File: config.mk
export PLATFORM = sky130hd
export DESIGN_NAME = chrram_arbiter
export DESIGN_NICKNAME = d
export VERILOG_FILES = /design/src/rtl/chrram_arbiter.sv
export SDC_FILE = /design/constraint.sdc
export NUM_CORES = 1
export LEC_CHECK = 0
export ABC_AREA = 1
export CORE_ASPECT_RATIO = 0.7
export CORE_MARGIN = 2
export CORE_UTILIZATION = 35
export CTS_CLUSTER_SIZE = 20
export DETAILED_ROUTE_END_ITERATION = 8
export HOLD_SLACK_MARGIN = 0.05
export PLACE_DENSITY = 0.64
export SYNTH_ARGS = -nofsm -noshare
export SYNTH_HDL_FRONTEND = slang
export SYNTH_SLANG_ARGS = --single-unit
File: constraint.sdc
create_clock -name clk -period 2.7 [get_ports clk]
set_input_delay 0.405 -clock clk [delete_from_list [all_inputs] [get_ports clk]]
set_output_delay 0.405 -clock clk [all_outputs]
set_load 0.005 [all_outputs]
File: src/rtl/chrram_arbiter.sv
// chrram_arbiter: one-access-per-clock controller for the 80x25 character RAM (video > clear > host)
module chrram_arbiter #(
    parameter int COLS   = 80,
    parameter int ROWS   = 25,
    parameter int RD_LAT = 2
) (
    input  logic        clk,
    input  logic        rst,
    input  logic        vid_req,
    input  logic [6:0]  vid_col,
    input  logic [4:0]  vid_row,
    output logic        vid_valid,
    output logic [7:0]  vid_code,
    output logic [7:0]  vid_attr,
    input  logic        host_valid,
    output logic        host_ready,
    input  logic        host_we,
    input  logic [10:0] host_addr,
    input  logic [15:0] host_wdata,
    output logic        host_done,
    output logic [15:0] host_rdata,
    input  logic        clr_start,
    input  logic [15:0] clr_data,
    output logic        clr_busy,
    output logic [10:0] ram_addr,
    output logic        ram_we,
    output logic [15:0] ram_wdata,
    input  logic [15:0] ram_rdata
);
    localparam int CELLS = COLS * ROWS;
    localparam logic [10:0] LAST = 11'(CELLS - 1);

    typedef enum logic [1:0] {IDLE, HOST_WAIT, HOST_RD, CLEAR} state_t;

    state_t          state_q, state_d;
    logic            pend_we_q, pend_we_d;
    logic [10:0]     pend_addr_q, pend_addr_d;
    logic [15:0]     pend_wdata_q, pend_wdata_d;
    logic [10:0]     clr_addr_q, clr_addr_d;
    logic [15:0]     clr_data_q, clr_data_d;
    logic [10:0]     ram_addr_q, ram_addr_d;
    logic            ram_we_q, ram_we_d;
    logic [15:0]     ram_wdata_q, ram_wdata_d;
    logic [RD_LAT:0] vv_q, vv_d;
    logic [RD_LAT:0] vl_q, vl_d;
    logic [RD_LAT:0] hrd_q, hrd_d;
    logic            host_done_q, host_done_d;
    logic            host_ready_q, host_ready_d;
    logic            clr_busy_q, clr_busy_d;
    logic [10:0]     vid_addr;
    logic            vid_ok, host_ok, clr_go, accept, rd_issue;

    // decode the video cell address and qualify the host/clear handshakes
    always_comb begin
        vid_addr = 11'(vid_row) * 11'(COLS) + 11'(vid_col);
        vid_ok   = (11'(vid_col) < 11'(COLS)) && (11'(vid_row) < 11'(ROWS)) && (vid_addr < 11'(CELLS));
        host_ok  = host_addr < 11'(CELLS);
        clr_go   = clr_start && (state_q == IDLE) && host_ready_q && !clr_busy_q;
        accept   = host_valid && host_ready_q && (state_q == IDLE) && !clr_go;
    end

    // slot arbitration: video always wins, clear beats a pending host access
    always_comb begin
        state_d      = state_q;
        pend_we_d    = pend_we_q;
        pend_addr_d  = pend_addr_q;
        pend_wdata_d = pend_wdata_q;
        clr_addr_d   = clr_addr_q;
        clr_data_d   = clr_data_q;
        ram_addr_d   = (vid_req && vid_ok) ? vid_addr : ram_addr_q;
        ram_we_d     = 1'b0;
        ram_wdata_d  = ram_wdata_q;
        host_done_d  = 1'b0;
        rd_issue     = 1'b0;
        case (state_q)
            IDLE: begin
                if (clr_go) begin
                    state_d    = CLEAR;
                    clr_addr_d = 11'd0;
                    clr_data_d = clr_data;
                end else if (accept) begin
                    pend_we_d    = host_we;
                    pend_addr_d  = host_addr;
                    pend_wdata_d = host_wdata;
                    state_d      = host_ok ? HOST_WAIT : IDLE;
                    host_done_d  = !host_ok;
                end
            end
            HOST_WAIT: begin
                if (!vid_req) begin
                    ram_addr_d  = pend_addr_q;
                    ram_we_d    = pend_we_q;
                    ram_wdata_d = pend_we_q ? pend_wdata_q : ram_wdata_q;
                    host_done_d = pend_we_q;
                    rd_issue    = !pend_we_q;
                    state_d     = pend_we_q ? IDLE : HOST_RD;
                end
            end
            HOST_RD: state_d = hrd_q[RD_LAT-1] ? IDLE : HOST_RD;
            CLEAR: begin
                if (!vid_req) begin
                    ram_addr_d  = clr_addr_q;
                    ram_we_d    = 1'b1;
                    ram_wdata_d = clr_data_q;
                    clr_addr_d  = clr_addr_q + 11'd1;
                    state_d     = (clr_addr_q == LAST) ? IDLE : CLEAR;
                end
            end
            default: state_d = IDLE;
        endcase
        host_done_d  = host_done_d || hrd_q[RD_LAT-1];
        clr_busy_d   = (state_d == CLEAR) || (state_q == CLEAR);
        host_ready_d = (state_d == IDLE) && !host_done_d && !clr_busy_d;
        vv_d         = {vv_q[RD_LAT-1:0], vid_req};
        vl_d         = {vl_q[RD_LAT-1:0], vid_req && vid_ok};
        hrd_d        = {hrd_q[RD_LAT-1:0], rd_issue};
    end

    // register controller state, RAM port and read-return pipelines
    always_ff @(posedge clk) begin
        if (rst) begin
            state_q      <= IDLE;
            pend_we_q    <= 1'b0;
            pend_addr_q  <= 11'd0;
            pend_wdata_q <= 16'd0;
            clr_addr_q   <= 11'd0;
            clr_data_q   <= 16'd0;
            ram_addr_q   <= 11'd0;
            ram_we_q     <= 1'b0;
            ram_wdata_q  <= 16'd0;
            vv_q         <= '0;
            vl_q         <= '0;
            hrd_q        <= '0;
            host_done_q  <= 1'b0;
            host_ready_q <= 1'b1;
            clr_busy_q   <= 1'b0;
        end else begin
            state_q      <= state_d;
            pend_we_q    <= pend_we_d;
            pend_addr_q  <= pend_addr_d;
            pend_wdata_q <= pend_wdata_d;
            clr_addr_q   <= clr_addr_d;
            clr_data_q   <= clr_data_d;
            ram_addr_q   <= ram_addr_d;
            ram_we_q     <= ram_we_d;
            ram_wdata_q  <= ram_wdata_d;
            vv_q         <= vv_d;
            vl_q         <= vl_d;
            hrd_q        <= hrd_d;
            host_done_q  <= host_done_d;
            host_ready_q <= host_ready_d;
            clr_busy_q   <= clr_busy_d;
        end
    end

    assign vid_valid            = vv_q[RD_LAT];
    assign {vid_code, vid_attr} = vl_q[RD_LAT] ? ram_rdata : 16'h0000;
    assign host_done            = host_done_q;
    assign host_rdata           = (host_done_q && hrd_q[RD_LAT]) ? ram_rdata : 16'h0000;
    assign host_ready           = host_ready_q;
    assign clr_busy             = clr_busy_q;
    assign ram_addr             = ram_addr_q;
    assign ram_we               = ram_we_q;
    assign ram_wdata            = ram_wdata_q;
endmodule

## After elaboration in Yosys (flattened, before gate mapping)

Index checks and enable logic that the tools add are counted.

| cells by class | value |
|---|---|
| mux-type cells | 28 |
| reductions and logical operators | 29 |
| bitwise logic cells | 2 |
| equal/unequal tests | 9 |
| $mul | 1 |
| order comparisons | 4 |
| add/subtract/negate cells | 2 |

Operator list:

| cell | number |
|---|---|
| two-way mux 16 bit | 5 |
| two-way mux 11 bit | 5 |
| one-hot mux 11 bit (2 select lines) | 2 |
| one-hot mux 16 bit (2 select lines) | 1 |
| less-than comparator 11 bit (second input constant) | 2 |
| two-way mux 2 bit | 7 |
| logical AND 1 bit | 12 |
| adder 11 x 1 -> 11 bit (second input constant) | 1 |
| adder 11 x 7 -> 11 bit | 1 |
| == test 11 bit (second input constant) | 1 |
| != test 2 bit (second input constant) | 4 |
| one-hot mux 2 bit (4 select lines) | 1 |
| less-than comparator 7 bit (second input constant) | 1 |
| multiplier 5 x 3 -> 7 bit (second input constant) | 1 |
| == test 2 bit (second input constant) | 3 |
| zero test 1 bit | 6 |
| AND reduction 3 bit | 2 |
| less-than comparator 5 bit (second input constant) | 1 |
| two-way mux 1 bit | 5 |
| zero test 2 bit | 2 |
| one-hot mux 1 bit (2 select lines) | 2 |
| AND reduction 4 bit | 1 |
| nonzero test 2 bit | 2 |
| OR reduction 3 bit | 1 |
| 4 further kinds | 6 |

| word-level totals | value |
|---|---|
| input bits | 77 |
| register bits after elaboration | 97 |

## Depth between registers and ports, before layout

| logic depth | value |
|---|---|
| depth in word-level cells | 13 |
| depth in mapped cells | 17 |
| depth with buffers taken out | 16 |

## Least setup slack after synthesis

No wires, ideal clock.

| timing | value |
|---|---|
| path kind | input -> register |
| from | in vid_row[1] |
| to | reg ram_addr_q[9], in the netlist ram_addr[9] |
| cell stages on the path | 14 |
| required time | 2629 ps |
| setup slack | 402 ps |
| arrival | 2227 ps |
| cell sequence | ha_1 > ha_1 > inv_1 > fa_1 > nor2_1 > o21ai_0 > nand3_1 > nand2_1 > nand3_2 > nand2_2 > buf_6 > nand2_1 > nand3_1 > a21oi_1 |

| on the way | value |
|---|---|
| longest elaborated chain between the ends | 8 |

Ends and longest elaborated chain:

| element | line | text |
|---|---|---|
| from (decl) | 11 | `input logic [4:0] vid_row,` |
| multiplier 5 x 3 -> 7 bit | 55 | `vid_addr = 11'(vid_row) * 11'(COLS) + 11'(vid_col);` |
| adder 11 x 7 -> 11 bit | 55 |  |
| less-than comparator 11 bit | 56 | `vid_ok = (11'(vid_col) < 11'(COLS)) && (11'(vid_row) < 11'(ROWS)) && (vid_addr < 11'(CELLS));` |
| logical AND 1 bit | 56 |  |
| logical AND 1 bit | 70 | `ram_addr_d = (vid_req && vid_ok) ? vid_addr : ram_addr_q;` |
| two-way mux 11 bit (*) | 70 |  |
| two-way mux 11 bit, on equally long branches | 101, 90 |  |
| one-hot mux 11 bit (2 select lines) (*) | 75 | `case (state_q)` |
| to (signal assigned) | 144 | `ram_addr_q <= ram_addr_d;` |
| to (decl) | 41 | `logic [10:0] ram_addr_q, ram_addr_d;` |

Mark *: on every way between the ends. The rest lies on a longest branch, timed or not.
A chain may end at the register's enable or synchronous reset.

## Worst setup path in the final report

| timing | value |
|---|---|
| from | in vid_row[4] |
| to | reg ram_addr_q[3], in the netlist ram_addr[3] |

| on the way | value |
|---|---|
| longest elaborated chain between the ends | 8 |

Ends and longest elaborated chain:

| element | line |
|---|---|
| multiplier 5 x 3 -> 7 bit | 55 |
| adder 11 x 7 -> 11 bit | 55 |
| less-than comparator 11 bit | 56 |
| logical AND 1 bit (*) | 56 |
| logical AND 1 bit (*) | 70 |
| two-way mux 11 bit (*) | 70 |
| two-way mux 11 bit, on equally long branches | 101, 90 |
| one-hot mux 11 bit (2 select lines) (*) | 75 |

Marks and branches as above.

==> flow_metrics.py <==
metrics = {
    "outcome": {
        "outcome": "finished clean",
    },
    "timing": {
        "slew_headroom_pct": 50.8,
        "fin_worst_skew_ns": 0.00569,
        "tns_ns": 0,
        "hold_viol_final": 0,
        "slew_viol_final": 0,
        "tightest_slew_ns": 0.737,
        "setup_viol": 0,
        "min_period_ns": 2.56,
        "post-route-period-util_pct": 94.6,
        "grt_setup_unrepaired": "no",
        "clock.fmax_mhz": 391,
    },
    "worst_setup_path": {
        "critical_path_arrival_ns": 2.83,
        "worstSetupEndpointType": "register",
        "crit_start": "vid_row[4]",
        "cp-start-kind": "input pin",
        "cp_max_fo": 6,
        "path_class": "input pin to register",
        "worstReg2RegStart": "state_q[0]$_SDFF_PP0_",
        "cp.required_ns": 2.98,
    },
    "synthesis": {
        "ys_seq_area_share_pct": 41.6,
        "syn_area_per_cell_um2": 6.99,
        "synth_cell_types": 34,
        "synth_common_cells": "107 x inv_1, 104 x nand2_1, 103 x nor2_1, 97 x dfxtp_1, 54 x o21ai_0",
        "yosysMostFrequentCell": "inv_1",
        "async_flop_share_pct": 0,
        "synth.top_cell.area_share_pct": 41.6,
        "synth-seq-cells": 97,
        "netlist_instances": 668,
        "ys.flop_type": "dfxtp_1",
        "synthesis.area_mm2": 0.00467,
        "synth_nets": 757,
        "yosysTopAreaCell": "dfxtp_1",
        "synth_area_leaders": "dfxtp_1 42%, inv_1 8.6%, nand2_1 8.4%, nor2_1 8.3%, o21ai_0 5.8%",
        "ys_warn_count": 0,
        "synth_edf_count": 0,
    },
    "global_routing": {
        "grtUsageTotal_pct": 18.8,
        "grt_pass1_wl_um": 21500,
        "grt_pass1_vias": 4403,
        "grt-ovfl-total": 0,
        "grt_max_degree": 50,
        "antenna_found_initial": 0,
    },
    "clock_network": {
        "cts_tree": "done",
        "root_buffer": "clkbuf_16",
        "cts-buffers-inserted": 9,
        "cts_max_path_buffers": 2,
        "clk_pin_slew_worst_paths_ns": 0.07,
        "cts_max_level": 3,
        "clock_latency_ns": 0.34,
        "clock-sinks": 97,
    },
    "route": {
        "ant_nets": 0,
        "wl_per_cell_um": 13.7,
        "first_pass_iters": 5,
        "vias_per_cell": 4.89,
        "totalWireLength_um": 13500,
        "drt_iter0_markers": 361,
        "num_vias": 4808,
        "post-route-drc-count": 0,
    },
    "die": {
        "io_pins": 141,
        "core_region_area_mm2": 0.0131,
        "fp.dieH_um": 101,
        "fp.dieArea_mm2": 0.0143,
        "start_util_pct": 35.6,
        "die_x_um": 142,
        "fp-row-count": 35,
    },
    "place": {
        "post-dp-hpwl_um": 10100,
        "placed_area_mm2": 0.00629,
        "gp_congestion": 0.882,
        "port_buffers": 140,
    },
    "final_layout": {
        "area_delta_synth_final_pct": 42.8,
        "num_antenna_cells": 0,
        "nNetsFinal": 901,
        "multiInputGateArea_mm2": 0.00220,
        "fin_area_mm2": 0.00667,
        "ff_latch_area_mm2": 0.00194,
        "fill_cells": 1282,
        "final_layout_size_suffix_gt1_share_pct": 8.94,
    },
    "power_and_ir_drop": {
        "p_leak_nw": 2.90,
        "p_sw_mw": 1.62,
        "clkPwrFrac_pct": 27.2,
        "ir_drop_v": 0.000342,
        "combPwrFrac_pct": 30.8,
        "powerDensity_mw_per_mm2": 698,
        "p_seq_share_pct": 42.0,
        "p_int_mw": 3.04,
        "p_sw_share_pct": 34.7,
    },
    "run": {
        "maxCapViolCount": 0,
    },
    "min_path": {
        "worstHoldStart": "vv_q[1]$_SDFF_PP0_",
        "hold_class": "register to register",
    },
}
==> kinds of logic after synthesis <==
kind of cell               share of synthesized area [%]
DFF                                                 41.6
and+or+nand+nor                                     25.8
adders and majority gates                           3.54
AOI/OAI and AO/OA                                   16.5
buffers and inverters                               12.5
==> flip-flops by register name (all words and copies together), names as in the netlist <==
| register | cells |
|---|---|
| clr_addr_q | 11 |
| clr_busy | 1 |
| clr_data_q | 16 |
| host_done | 1 |
| host_ready | 1 |
| hrd_q | 3 |
| pend_addr_q | 11 |
| pend_wdata_q | 16 |
| pend_we_q | 1 |
| ram_addr | 11 |
| ram_wdata | 16 |
| ram_we | 1 |
| state_q | 2 |
| vl_q | 3 |
| vv_q | 3 |
==> per-layer routing <==
layer	GRT usage (%)	vias up	share of wire [%]
met5	0	-	0
met4	4.00	0	0.65
met3	5.23	7	8.4
met2	27.6	172	42
met1	27.4	2203	49
li1	-	2426	-
==> per-stage QoR <==
step	hold slack (ns)	setup WS [ns]	instances	util, %	power, mW
5_1_grt	0.425	0.0260	983	50.9	4.95
3_5_place_dp	0.393	-0.367	965	48.0	3.37
2_1_floorplan	0.388	0.402	668	-	2.80
4_1_cts	0.402	0.00688	981	50.3	4.63
3_3_place_gp	0.390	-0.241	965	48.0	3.33
6_report	0.402	0.144	983	50.9	4.65
==> cells in the final DEF (no fill, tap or decap), types with 2 or more instances in the layout <==
cell | netlist | layout
a221oi_1 | 3 | 3
a21oi_1 | 52 | 50
o211ai_1 | 13 | 13
clkinv_2 | 0 | 2
a311oi_1 | 2 | 2
nand3_2 | 2 | 3
o21ai_0 | 54 | 53
buf_6 | 3 | 2
a21oi_2 | 0 | 2
or2_1 | 2 | 2
nand4_1 | 7 | 7
a211oi_1 | 3 | 3
nor2_1 | 103 | 101
inv_1 | 107 | 105
a22oi_1 | 7 | 7
clkbuf_1 | 19 | 2
dlymetal6s2s_1 | 0 | 4
clkbuf_16 | 0 | 9
nand2_4 | 2 | 2
clkdlybuf4s50_1 | 0 | 135
dfxtp_1 | 97 | 97
nand3_1 | 44 | 42
nor2_2 | 3 | 5
inv_2 | 5 | 7
buf_4 | 2 | 23
nor4_1 | 2 | 2
nand2_2 | 3 | 5
nand2_1 | 104 | 101
o21ai_1 | 3 | 4
ha_1 | 10 | 8
ha_2 | 0 | 2
==> critical path, stage by stage <==
cell	delay, ns
clkdlybuf4s50_1	0.43
ha_1	0.31
inv_1	0.06
fa_2	0.61
inv_2	0.06
nand2_1	0.08
nand3_1	0.08
nor2_2	0.16
nand3_4	0.15
buf_6	0.17
nand3_1	0.07
nand3_1	0.09
a21oi_2	0.15
==> worst paths after layout <==
check,to,slack (ns),cells after the start
max reg2reg,host_ready$_SDFF_PP1_,0.80,7
min,vv_q[2]$_SDFF_PP0_,0.40,2
max,ram_addr[3]$_SDFF_PP0_,0.14,13
min reg2reg,vv_q[2]$_SDFF_PP0_,0.40,2
==> power groups by stage <==
stage                     Clock, mW  Combinational, mW  Sequential [mW]
after floorplan                   0              0.900             1.90
after global placement            0               1.36             1.97
after detailed placement          0               1.39             1.98
after CTS                      1.28               1.40             1.95
after global routing           1.34               1.62             1.98
final                          1.27               1.43             1.95
==> repair_timing <==
| item | in CTS | in global routing |
|---|---|---|
| gates resized for setup | 2 | 22 |
| buffers inserted | 0 | 2 |
| endpoints found under the setup margin | 6 | 12 |
| pin swaps | 1 | 11 |
| hold buffers | 0 | 0 |
==> area by class of cell <==
cell class / count / share of cell area, %
Clock buffer: 11 / 3.49
Clock inverter: 5 / 0.845
Inverter: 113 / 6.40
Multi-Input combinational cell: 426 / 33.0
Sequential cell: 97 / 29.1
Tap cell: 166 / 3.12
Timing Repair Buffer: 165 / 24.0
No activity file was read; power rests on OpenSTA's default activity.
